==> src/rtl/lcd_scaled_timing_gen.sv <==
// lcd_scaled_timing_gen: parametrised LCD sync/DE generator with DDA-scaled framebuffer fetch.
// Optional colour-bar test pattern when LCD_TESTPAT_EN is defined (adds pat_sel input).
module lcd_scaled_timing_gen #(
    parameter int H_AREA  = 800,
    parameter int H_PULSE = 1,
    parameter int H_BP    = 46,
    parameter int H_FP    = 210,
    parameter int V_AREA  = 480,
    parameter int V_PULSE = 4,
    parameter int V_BP    = 20,
    parameter int V_FP    = 19,
    parameter int IMG_W   = 200,
    parameter int IMG_H   = 138,
    parameter int ADDR_W  = 15,
    parameter int MEM_LAT = 1
) (
    input  logic              PixelClk,
    input  logic              RST,
    output logic [ADDR_W-1:0] mem_addr,
    output logic              mem_rd,
    input  logic [15:0]       mem_data,
`ifdef LCD_TESTPAT_EN
    input  logic              pat_sel,
`endif
    output logic              frame_start,
    output logic              LCD_DE,
    output logic              LCD_HSYNC,
    output logic              LCD_VSYNC,
    output logic [4:0]        LCD_R,
    output logic [5:0]        LCD_G,
    output logic [4:0]        LCD_B
);
    localparam int H_TOT = H_PULSE + H_BP + H_AREA + H_FP;
    localparam int V_TOT = V_PULSE + V_BP + V_AREA + V_FP;
    localparam int L     = MEM_LAT + 1;
    localparam int HW    = $clog2(H_TOT);
    localparam int VW    = $clog2(V_TOT);
    localparam int XAW   = $clog2(2 * H_AREA) + 1;
    localparam int YAW   = $clog2(2 * V_AREA) + 1;

    localparam logic [HW-1:0] H_LAST  = HW'(H_TOT - 1);
    localparam logic [HW-1:0] HP_END  = HW'(H_PULSE);
    localparam logic [HW-1:0] HA_BEG  = HW'(H_PULSE + H_BP);
    localparam logic [HW-1:0] HA_LAST = HW'(H_PULSE + H_BP + H_AREA - 1);
    localparam logic [VW-1:0] V_LAST  = VW'(V_TOT - 1);
    localparam logic [VW-1:0] VP_END  = VW'(V_PULSE);
    localparam logic [VW-1:0] VA_BEG  = VW'(V_PULSE + V_BP);
    localparam logic [VW-1:0] VA_LAST = VW'(V_PULSE + V_BP + V_AREA - 1);

    logic [HW-1:0]     pcnt;
    logic [VW-1:0]     lcnt;
    logic              h_act, v_act, de_raw, hs_raw, vs_raw, fs_raw;
    logic [XAW-1:0]    xacc, x_sum;
    logic [YAW-1:0]    yacc, y_sum;
    logic              x_step, y_step;
    logic [ADDR_W-1:0] img_x, img_y, line_base;
    logic [L-1:0]      de_sr, hs_sr, vs_sr, fs_sr;
    logic              pat_now;
    logic [15:0]       px;

    assign h_act  = pcnt >= HA_BEG && pcnt <= HA_LAST;
    assign v_act  = lcnt >= VA_BEG && lcnt <= VA_LAST;
    assign de_raw = h_act && v_act;
    assign hs_raw = pcnt >= HP_END;
    assign vs_raw = lcnt >= VP_END;
    assign fs_raw = pcnt == HA_BEG && lcnt == VA_BEG;

    always_ff @(posedge PixelClk) begin
        if (RST) begin
            pcnt <= '0;
            lcnt <= '0;
        end else begin
            pcnt <= pcnt == H_LAST ? '0 : pcnt + 1'b1;
            if (pcnt == H_LAST)
                lcnt <= lcnt == V_LAST ? '0 : lcnt + 1'b1;
        end
    end

    // img_x always holds floor(dx*IMG_W/H_AREA) for the pixel currently at pcnt
    assign x_sum  = xacc + XAW'(IMG_W);
    assign x_step = x_sum >= XAW'(H_AREA);

    always_ff @(posedge PixelClk) begin
        if (RST || !h_act || pcnt == HA_LAST) begin
            xacc  <= '0;
            img_x <= '0;
        end else begin
            xacc  <= x_step ? x_sum - XAW'(H_AREA) : x_sum;
            img_x <= img_x + ADDR_W'(x_step);
        end
    end

    assign y_sum  = yacc + YAW'(IMG_H);
    assign y_step = y_sum >= YAW'(V_AREA);

    always_ff @(posedge PixelClk) begin
        if (RST || !v_act || (pcnt == H_LAST && lcnt == VA_LAST)) begin
            yacc      <= '0;
            img_y     <= '0;
            line_base <= '0;
        end else if (pcnt == H_LAST) begin
            yacc      <= y_step ? y_sum - YAW'(V_AREA) : y_sum;
            img_y     <= img_y + ADDR_W'(y_step);
            line_base <= y_step ? line_base + ADDR_W'(IMG_W) : line_base;
        end
    end

    always_ff @(posedge PixelClk) begin
        if (RST) begin
            mem_addr <= '0;
            mem_rd   <= 1'b0;
            de_sr    <= '0;
            hs_sr    <= '1;
            vs_sr    <= '1;
            fs_sr    <= '0;
        end else begin
            mem_addr <= de_raw ? line_base + img_x : '0;
            mem_rd   <= de_raw && !pat_now;
            de_sr    <= {de_sr[L-2:0], de_raw};
            hs_sr    <= {hs_sr[L-2:0], hs_raw};
            vs_sr    <= {vs_sr[L-2:0], vs_raw};
            fs_sr    <= {fs_sr[L-2:0], fs_raw};
        end
    end

`ifdef LCD_TESTPAT_EN
    localparam int BAR_W = H_AREA / 8;
    localparam int BW    = $clog2(BAR_W + 1);
    localparam logic [15:0] BARS [8] = '{16'hFFFF, 16'hFFE0, 16'h07FF, 16'h07E0,
                                         16'hF81F, 16'hF800, 16'h001F, 16'h0000};
    logic          pat_en;
    logic [BW-1:0] bar_cnt;
    logic [2:0]    bar;
    logic [L-1:0]  pat_sr;
    logic [2:0]    bar_sr [L];

    // pat_sel takes effect on the very pixel that starts the frame
    assign pat_now = fs_raw ? pat_sel : pat_en;

    always_ff @(posedge PixelClk) begin
        if (RST) begin
            pat_en  <= 1'b0;
            bar_cnt <= '0;
            bar     <= '0;
            pat_sr  <= '0;
            for (int i = 0; i < L; i++) bar_sr[i] <= '0;
        end else begin
            if (fs_raw) pat_en <= pat_sel;
            bar_cnt <= (!h_act || bar_cnt == BW'(BAR_W - 1)) ? '0 : bar_cnt + 1'b1;
            bar     <= !h_act ? '0 : (bar_cnt == BW'(BAR_W - 1) && bar != 3'd7) ? bar + 1'b1 : bar;
            pat_sr  <= {pat_sr[L-2:0], pat_now};
            bar_sr[0] <= bar;
            for (int i = 1; i < L; i++) bar_sr[i] <= bar_sr[i-1];
        end
    end

    assign px = pat_sr[L-1] ? BARS[bar_sr[L-1]] : mem_data;
`else
    assign pat_now = 1'b0;
    assign px      = mem_data;
`endif

    assign LCD_DE      = de_sr[L-1];
    assign LCD_HSYNC   = hs_sr[L-1];
    assign LCD_VSYNC   = vs_sr[L-1];
    assign frame_start = fs_sr[L-1];
    assign {LCD_R, LCD_G, LCD_B} = LCD_DE ? px : 16'h0000;

    a_img_x: assert property (@(posedge PixelClk) disable iff (RST) img_x <= ADDR_W'(IMG_W - 1));
    a_img_y: assert property (@(posedge PixelClk) disable iff (RST) img_y <= ADDR_W'(IMG_H - 1));
endmodule

==> config.mk <==
export PLATFORM = sky130hd
export DESIGN_NAME = lcd_scaled_timing_gen
export DESIGN_NICKNAME = d
export VERILOG_FILES = /design/src/rtl/lcd_scaled_timing_gen.sv
export SDC_FILE = /design/constraint.sdc
export NUM_CORES = 1
export LEC_CHECK = 0
export ABC_AREA = 1
export CORE_UTILIZATION = 50
export DETAILED_ROUTE_END_ITERATION = 7
export GPL_ROUTABILITY_DRIVEN = 0
export HOLD_SLACK_MARGIN = 0.03
export PLACE_DENSITY = 0.77
export SYNTH_ARGS = -nofsm -noshare
export SYNTH_HDL_FRONTEND = slang
export SYNTH_SLANG_ARGS = --single-unit
==> constraint.sdc <==
create_clock -name PixelClk -period 3.9 [get_ports PixelClk]
set_input_delay 0.975 -clock PixelClk [delete_from_list [all_inputs] [get_ports PixelClk]]
set_output_delay 0.975 -clock PixelClk [all_outputs]
set_load 0.02 [all_outputs]
==> run_results.csv, run 1 <==
group,metric,value,unit
synth,synth_area_leaders,"dfxtp_1 34%, nand2_1 11%, inv_1 7.6%",
worst_setup_path,cp.arrival,3640,ps
synth,yosysWarnings,0,
clock_tree,post_cts_buffers,0,
drt,drc_errors,0,
pwr,p_leak,2.55,nW
synth,synth-edff-count,0,
synth,yosysMostFrequentCell,"nand2_1",
global_route,grt_max_degree,21,
synth,synth-async-reset-ratio,0,%
drt,drt-initial-drc-count,266,
status,status,"finished, final reports clean",
hold_path,hold_path.class,"reg2reg",
clock_tree,cts.path.max_buffers,2,
placement,placed_cells,921,
drt,dr.pass1.iters,7,
drt,routed_wl,11.5,mm
pwr,power_density,282,nW/um^2
synth,synth-main-ff-cell,"dfxtp_1",
floorplanning,start_util,51.2,%
floorplanning,core_area,10300,um^2
floorplanning,die_area,10900,um^2
timing,drv_slew,0,
timing,final.setup.tns,0,ps
timing,tightest_slew,994,ps
worst_setup_path,cp-end-kind,"register",
drt,viasPerCell,5.22,
run,drv_cap,0,
clock_tree,cts-resized-gates,0,
layout,finalCoreUtilization,59.5,%
clock_tree,cts_max_level,3,
synth,syn_nets,790,
synth,yosys.area.top_type,"dfxtp_1",
placement,port_buffers,53,
drt,drtAntennaViolNets,0,
pwr,peakVddDrop,0.213,mV
worst_setup_path,start_kind,"register",
global_route,grt_pass1_vias,4707,
floorplanning,dieWidth,105,um
synth,ys_seq_area_share,34.2,%
timing,slew_headroom,33.3,%
timing,fin_crit_sh,86.3,%
synth,synthCells,744,
synth,syn_avg_cell_area,7.08,um^2
synth,yosysTopAreaCellShare,34.2,%
layout,fin_cells,937,
drt,detail_route.wl_per_cell,12.2,um
timing,finalHoldViolations,0,
drt,vias,4895,
clock_tree,clkTransAtPathRegs,100,ps
placement,dp_hpwl,8.50,mm
layout,num-nets-final,842,
worst_setup_path,crit_fanout,8,
floorplanning,ios,54,
layout,syn2layout_area_growth,16.1,%
clock_tree,cts.sinks,90,
clock_tree,clock_latency,380,ps
global_route,antenna_found_initial,0,
global_route,grtUsageTotal,22.0,%
floorplanning,row_count,37,
layout,drive_gt1_share,8.24,%
synth,synthesis.area,5270,um^2
synth,post_synth_num_cell_types,43,
worst_setup_path,critPathKind,"reg2reg",
clock_tree,cts_buffers,9,
timing,fin_skew,18.0,ps
timing,setup_viol,0,
timing,timing.fmax,0.297,GHz
layout,insertedDiodeCount,0,
synth,synthTopCellsByCount,"156 x nand2_1, 106 x inv_1, 90 x dfxtp_1, 75 x nor2_1, 63 x nand3_1",
clock_tree,cts-root-buf,"clkbuf_8",
pwr,p_total,1.73,mW
timing,rsz0062_at_grt,"false",
clock_tree,tritoncts,"yes",
timing,period_needed,3360,ps
synth,ys_ff_latch,90,
clock_tree,ctsHoldBuffers,0,
global_route,grt_pass1_wl,20.1,mm
worst_setup_path,required,4170,ps
global_route,overflow,0,
floorplanning,die_h,105,um
[worst paths after layout]
check                                  to      from  cells past startpoint  slack [ps]
worst min-delay path             fs_sr[1]  fs_sr[0]                      2         410
worst max-delay path            img_x[13]   xacc[3]                     16         540
worst max register to register  img_x[13]   xacc[3]                     16         540
worst min register to register   fs_sr[1]  fs_sr[0]                      2         410
[registers in the layout, summed over array words and instances, names as in the netlist]
| register | count |
|---|---|
| mem_addr | 15 |
| hs_sr | 2 |
| lcnt | 10 |
| fs_sr | 2 |
| img_x | 15 |
| vs_sr | 2 |
| pcnt | 11 |
| line_base | 12 |
| xacc | 9 |
| de_sr | 2 |
| yacc | 10 |
[critical path, cell delays in order, from the launching register on]
cell and delay (ps):
dfxtp_1 370, ha_1 220, nand2_1 140, nand3_2 100
nand3_1 130, nand2_1 130, nor2_1 230, a21oi_1 170
nand2_2 190, ha_1 200, nand3_1 150, nor3b_1 430
nand3b_1 210, nor2_1 220, nand3_1 120, o21ai_0 190
nor2_1 60
[logic make-up after synthesis]
family	Yosys count	synth area share [%]
flops	90	34.2
compound gates	93	9.69
fa+ha+maj	28	6.79
simple gates	376	34.4
xor+xnor	30	4.99
buf+inv	127	9.91
[routing by layer]
metal / vias up / global-route usage (%) / share of wire, %
met1: 2212 / 25.4 / 44
met2: 167 / 39.1 / 49
met5: - / 0 / 0
li1: 2486 / - / -
met4: 0 / 10.6 / 2.1
met3: 30 / 3.93 / 5.2
[power by group]
part / leakage (nW) / total (mW) / switching [mW] / internal (mW)
registers: 0.726 / 0.928 / 0.00463 / 0.923
logic: 1.70 / 0.0464 / 0.0217 / 0.0247
clock network: 0.115 / 0.751 / 0.365 / 0.386
[per-stage QoR]
step,instance area [um^2],setup slack [ps],hold slack (ps)
3_3_place_gp,5880,759,398
3_5_place_dp,5880,626,403
5_1_grt,6110,225,447
2_1_floorplan,5270,1170,388
4_1_cts,6110,569,427
6_report,6110,536,411
[cells in the final DEF, fill, tap and decap left out, types with 2 or more instances in the layout]
cell type / n
nand2_1: 156
inv_1: 106
dfxtp_1: 90
nor2_1: 75
nand3_1: 63
clkdlybuf4s50_1: 53
a21oi_1: 51
ha_1: 27
o21ai_0: 25
xor2_1: 22
nor3_1: 17
nand4_1: 16
nor2_4: 11
clkbuf_8: 10
or2_2: 9
xnor2_1: 8
nand2_2: 6
nand3_2: 5
inv_2: 5
nor2_2: 4
nor3b_1: 4
o21a_1: 4
a211oi_1: 3
clkinv_1: 3
nor3_2: 3
o21ai_1: 2
a41oi_1: 2
nand3b_1: 2
o21bai_1: 2
bufinv_16: 2
[cell type report]
| cell class | instances | area [um^2] |
|---|---|---|
| flip-flops and latches | 90 | 1800 |
| inverters | 115 | 434 |
| clock buffers | 10 | 138 |
| multi-input cells | 527 | 2940 |
| repair buffers | 53 | 531 |
| fillers | 936 | 4160 |
| clock inverters | 6 | 96.3 |
| well taps | 136 | 170 |
Power figures use the tool's default switching activity.
==> inputs of run 2 (changes only) <==
- PLACE_DENSITY: 0.77 -> default
- PLACE_DENSITY_LB_ADDON: default -> 0.15
==> run 2 against run 1 <==
Effect of this change:
- non-clock buffer count increased by 2
- die area unchanged
- combinational power hardly changed
- utilization fell by 0.39 points
- global-route usage decreased by 0.22 points
- register-to-register slack improved by 220 ps
- largest cell class unchanged
- largest power group unchanged
==> run_results.csv, run 2 (synthesis results as in run 1) <==
group,metric,value,unit
status,status,"finished, final reports clean",
clock_tree,cts-root-buf,"clkbuf_8",
timing,fin_skew,6.60,ps
timing,setup_viol,0,
floorplanning,start_util,51.2,%
timing,fin_crit_sh,80.6,%
layout,syn2layout_area_growth,15.3,%
pwr,seq_power_share,59.1,%
drt,drc_errors,0,
timing,finalHoldViolations,0,
worst_setup_path,critPathKind,"reg2reg",
clock_tree,post_cts_buffers,0,
clock_tree,clock_latency,370,ps
drt,dr.pass1.iters,4,
drt,drt-initial-drc-count,179,
pwr,peakVddDrop,0.127,mV
run,drv_cap,0,
floorplanning,dieWidth,105,um
floorplanning,die_h,105,um
timing,period_needed,3140,ps
layout,final_common_cell,"nand2_1",
pwr,power_frac_clock,38.0,%
timing,timing.fmax,0.318,GHz
drt,detail_route.wl_per_cell,11.7,um
global_route,grtUsageTotal,21.8,%
clock_tree,ctsHoldBuffers,0,
floorplanning,die_area,10900,um^2
timing,tightest_slew,1040,ps
placement,dpl_cell_area,5890,um^2
layout,drive_gt1_share,8.35,%
placement,dp_hpwl,8.33,mm
pwr,internal_power,1.21,mW
worst_setup_path,required,4170,ps
pwr,power_density,259,nW/um^2
global_route,antenna_found_initial,0,
global_route,grt_max_degree,21,
global_route,grt_pass1_wl,19.7,mm
floorplanning,row_count,37,
placement,port_buffers,53,
worst_setup_path,start_kind,"register",
clock_tree,cts_max_level,3,
layout,final_cell_mix,"156 x nand2_1, 106 x inv_1, 90 x dfxtp_1",
drt,drtAntennaViolNets,0,
clock_tree,cts.sinks,90,
worst_setup_path,crit_fanout,8,
hold_path,hold_path.class,"reg2reg",
timing,final.setup.tns,0,ps
layout,fin_area,6070,um^2
worst_setup_path,cp-end-kind,"register",
clock_tree,cts-resized-gates,0,
timing,rsz0062_at_grt,"false",
pwr,switchingPower,361,uW
global_route,grt_pass1_vias,4498,
pwr,comb_power_share,2.9,%
worst_setup_path,cp.arrival,3410,ps
drt,viasPerCell,5.05,
timing,drv_slew,0,
clock_tree,clkTransAtPathRegs,90,ps
layout,n_fill_cell,997,
clock_tree,tritoncts,"yes",
floorplanning,core_area,10300,um^2
global_route,overflow,0,
drt,vias,4736,
timing,slew_headroom,30.1,%
layout,num-nets-final,844,
clock_tree,cts_buffers,9,
floorplanning,ios,54,
pwr,p_sw_share,23.0,%
layout,insertedDiodeCount,0,
pwr,p_leak,2.52,nW
drt,routed_wl,11.0,mm
clock_tree,cts.path.max_buffers,2,
layout,reg_top3,"img_x: 15 flops, mem_addr: 15 flops, line_base: 12 flops",
run 2: cell types whose count changed in the layout (fill, tap and decap cells not counted):
cell        previous run  this run
clkinv_4               1         0
clkinvlp_4             1         3
inv_8                  1         0
clkbuf_8              10        11
buf_4                  0         2
clkinv_2               0         1
bufinv_16              2         0
inv_6                  1         0
run 2: final timing paths:
kind | slack, ps | end | cells after the start | startpoint
setup / recovery | 760 | img_x[13] | 16 | xacc[3]
hold / removal | 420 | fs_sr[1] | 2 | fs_sr[0]
setup reg to reg | 760 | img_x[13] | 16 | xacc[3]
hold reg to reg | 420 | fs_sr[1] | 2 | fs_sr[0]
run 2: area by class of cell:
| class | count | area [um^2] | share of cell area (%) |
|---|---|---|---|
| clock buffer | 11 | 151 | 2.49 |
| clock inverter | 4 | 27.5 | 0.453 |
| inverter | 115 | 434 | 7.15 |
| multi-input combinational | 527 | 2940 | 48.5 |
| sequential | 90 | 1800 | 29.7 |
| tap | 136 | 170 | 2.80 |
| timing repair buffer | 55 | 546 | 8.98 |
run 2: power groups by stage:
stage	clock network, mW	registers (mW)	logic (mW)
6_report	0.597	0.928	0.0462
5_1_grt	0.651	0.929	0.0512
3_3_place_gp	0	0.950	0.0456
2_1_floorplan	0	0.950	0.0199
3_5_place_dp	0	0.950	0.0464
4_1_cts	0.619	0.928	0.0464
run 2: critical path, cell delays in order, from the launching register on:
cell and delay (ps):
dfxtp_1 370, ha_1 220, nand2_1 110, nand3_2 90
nand3_1 130, nand2_1 130, nor2_1 210, a21oi_1 170
nand2_2 190, ha_1 200, nand3_1 140, nor3b_1 350
nand3b_1 180, nor2_1 200, nand3_1 130, o21ai_0 170
nor2_1 50
run 2: metal layers:
layer | vias to the layer above | GRT usage [%] | routed length (um)
met5 | - | 0 | 0
li1 | 2485 | - | -
met4 | 0 | 9.46 | 216
met2 | 75 | 37.3 | 5310
met3 | 15 | 3.06 | 373
met1 | 2161 | 27.3 | 5100
run 2: stage by stage:
step	total power, mW	cells	hold WS [ps]	util [%]	setup WS [ps]
after floorplan	0.970	744	388	-	1170
after global placement	0.995	923	397	57.4	781
after detailed placement	0.996	923	405	57.4	758
after CTS	1.59	938	426	59.1	736
after global routing	1.63	938	431	59.1	319
final	1.57	938	420	59.1	756
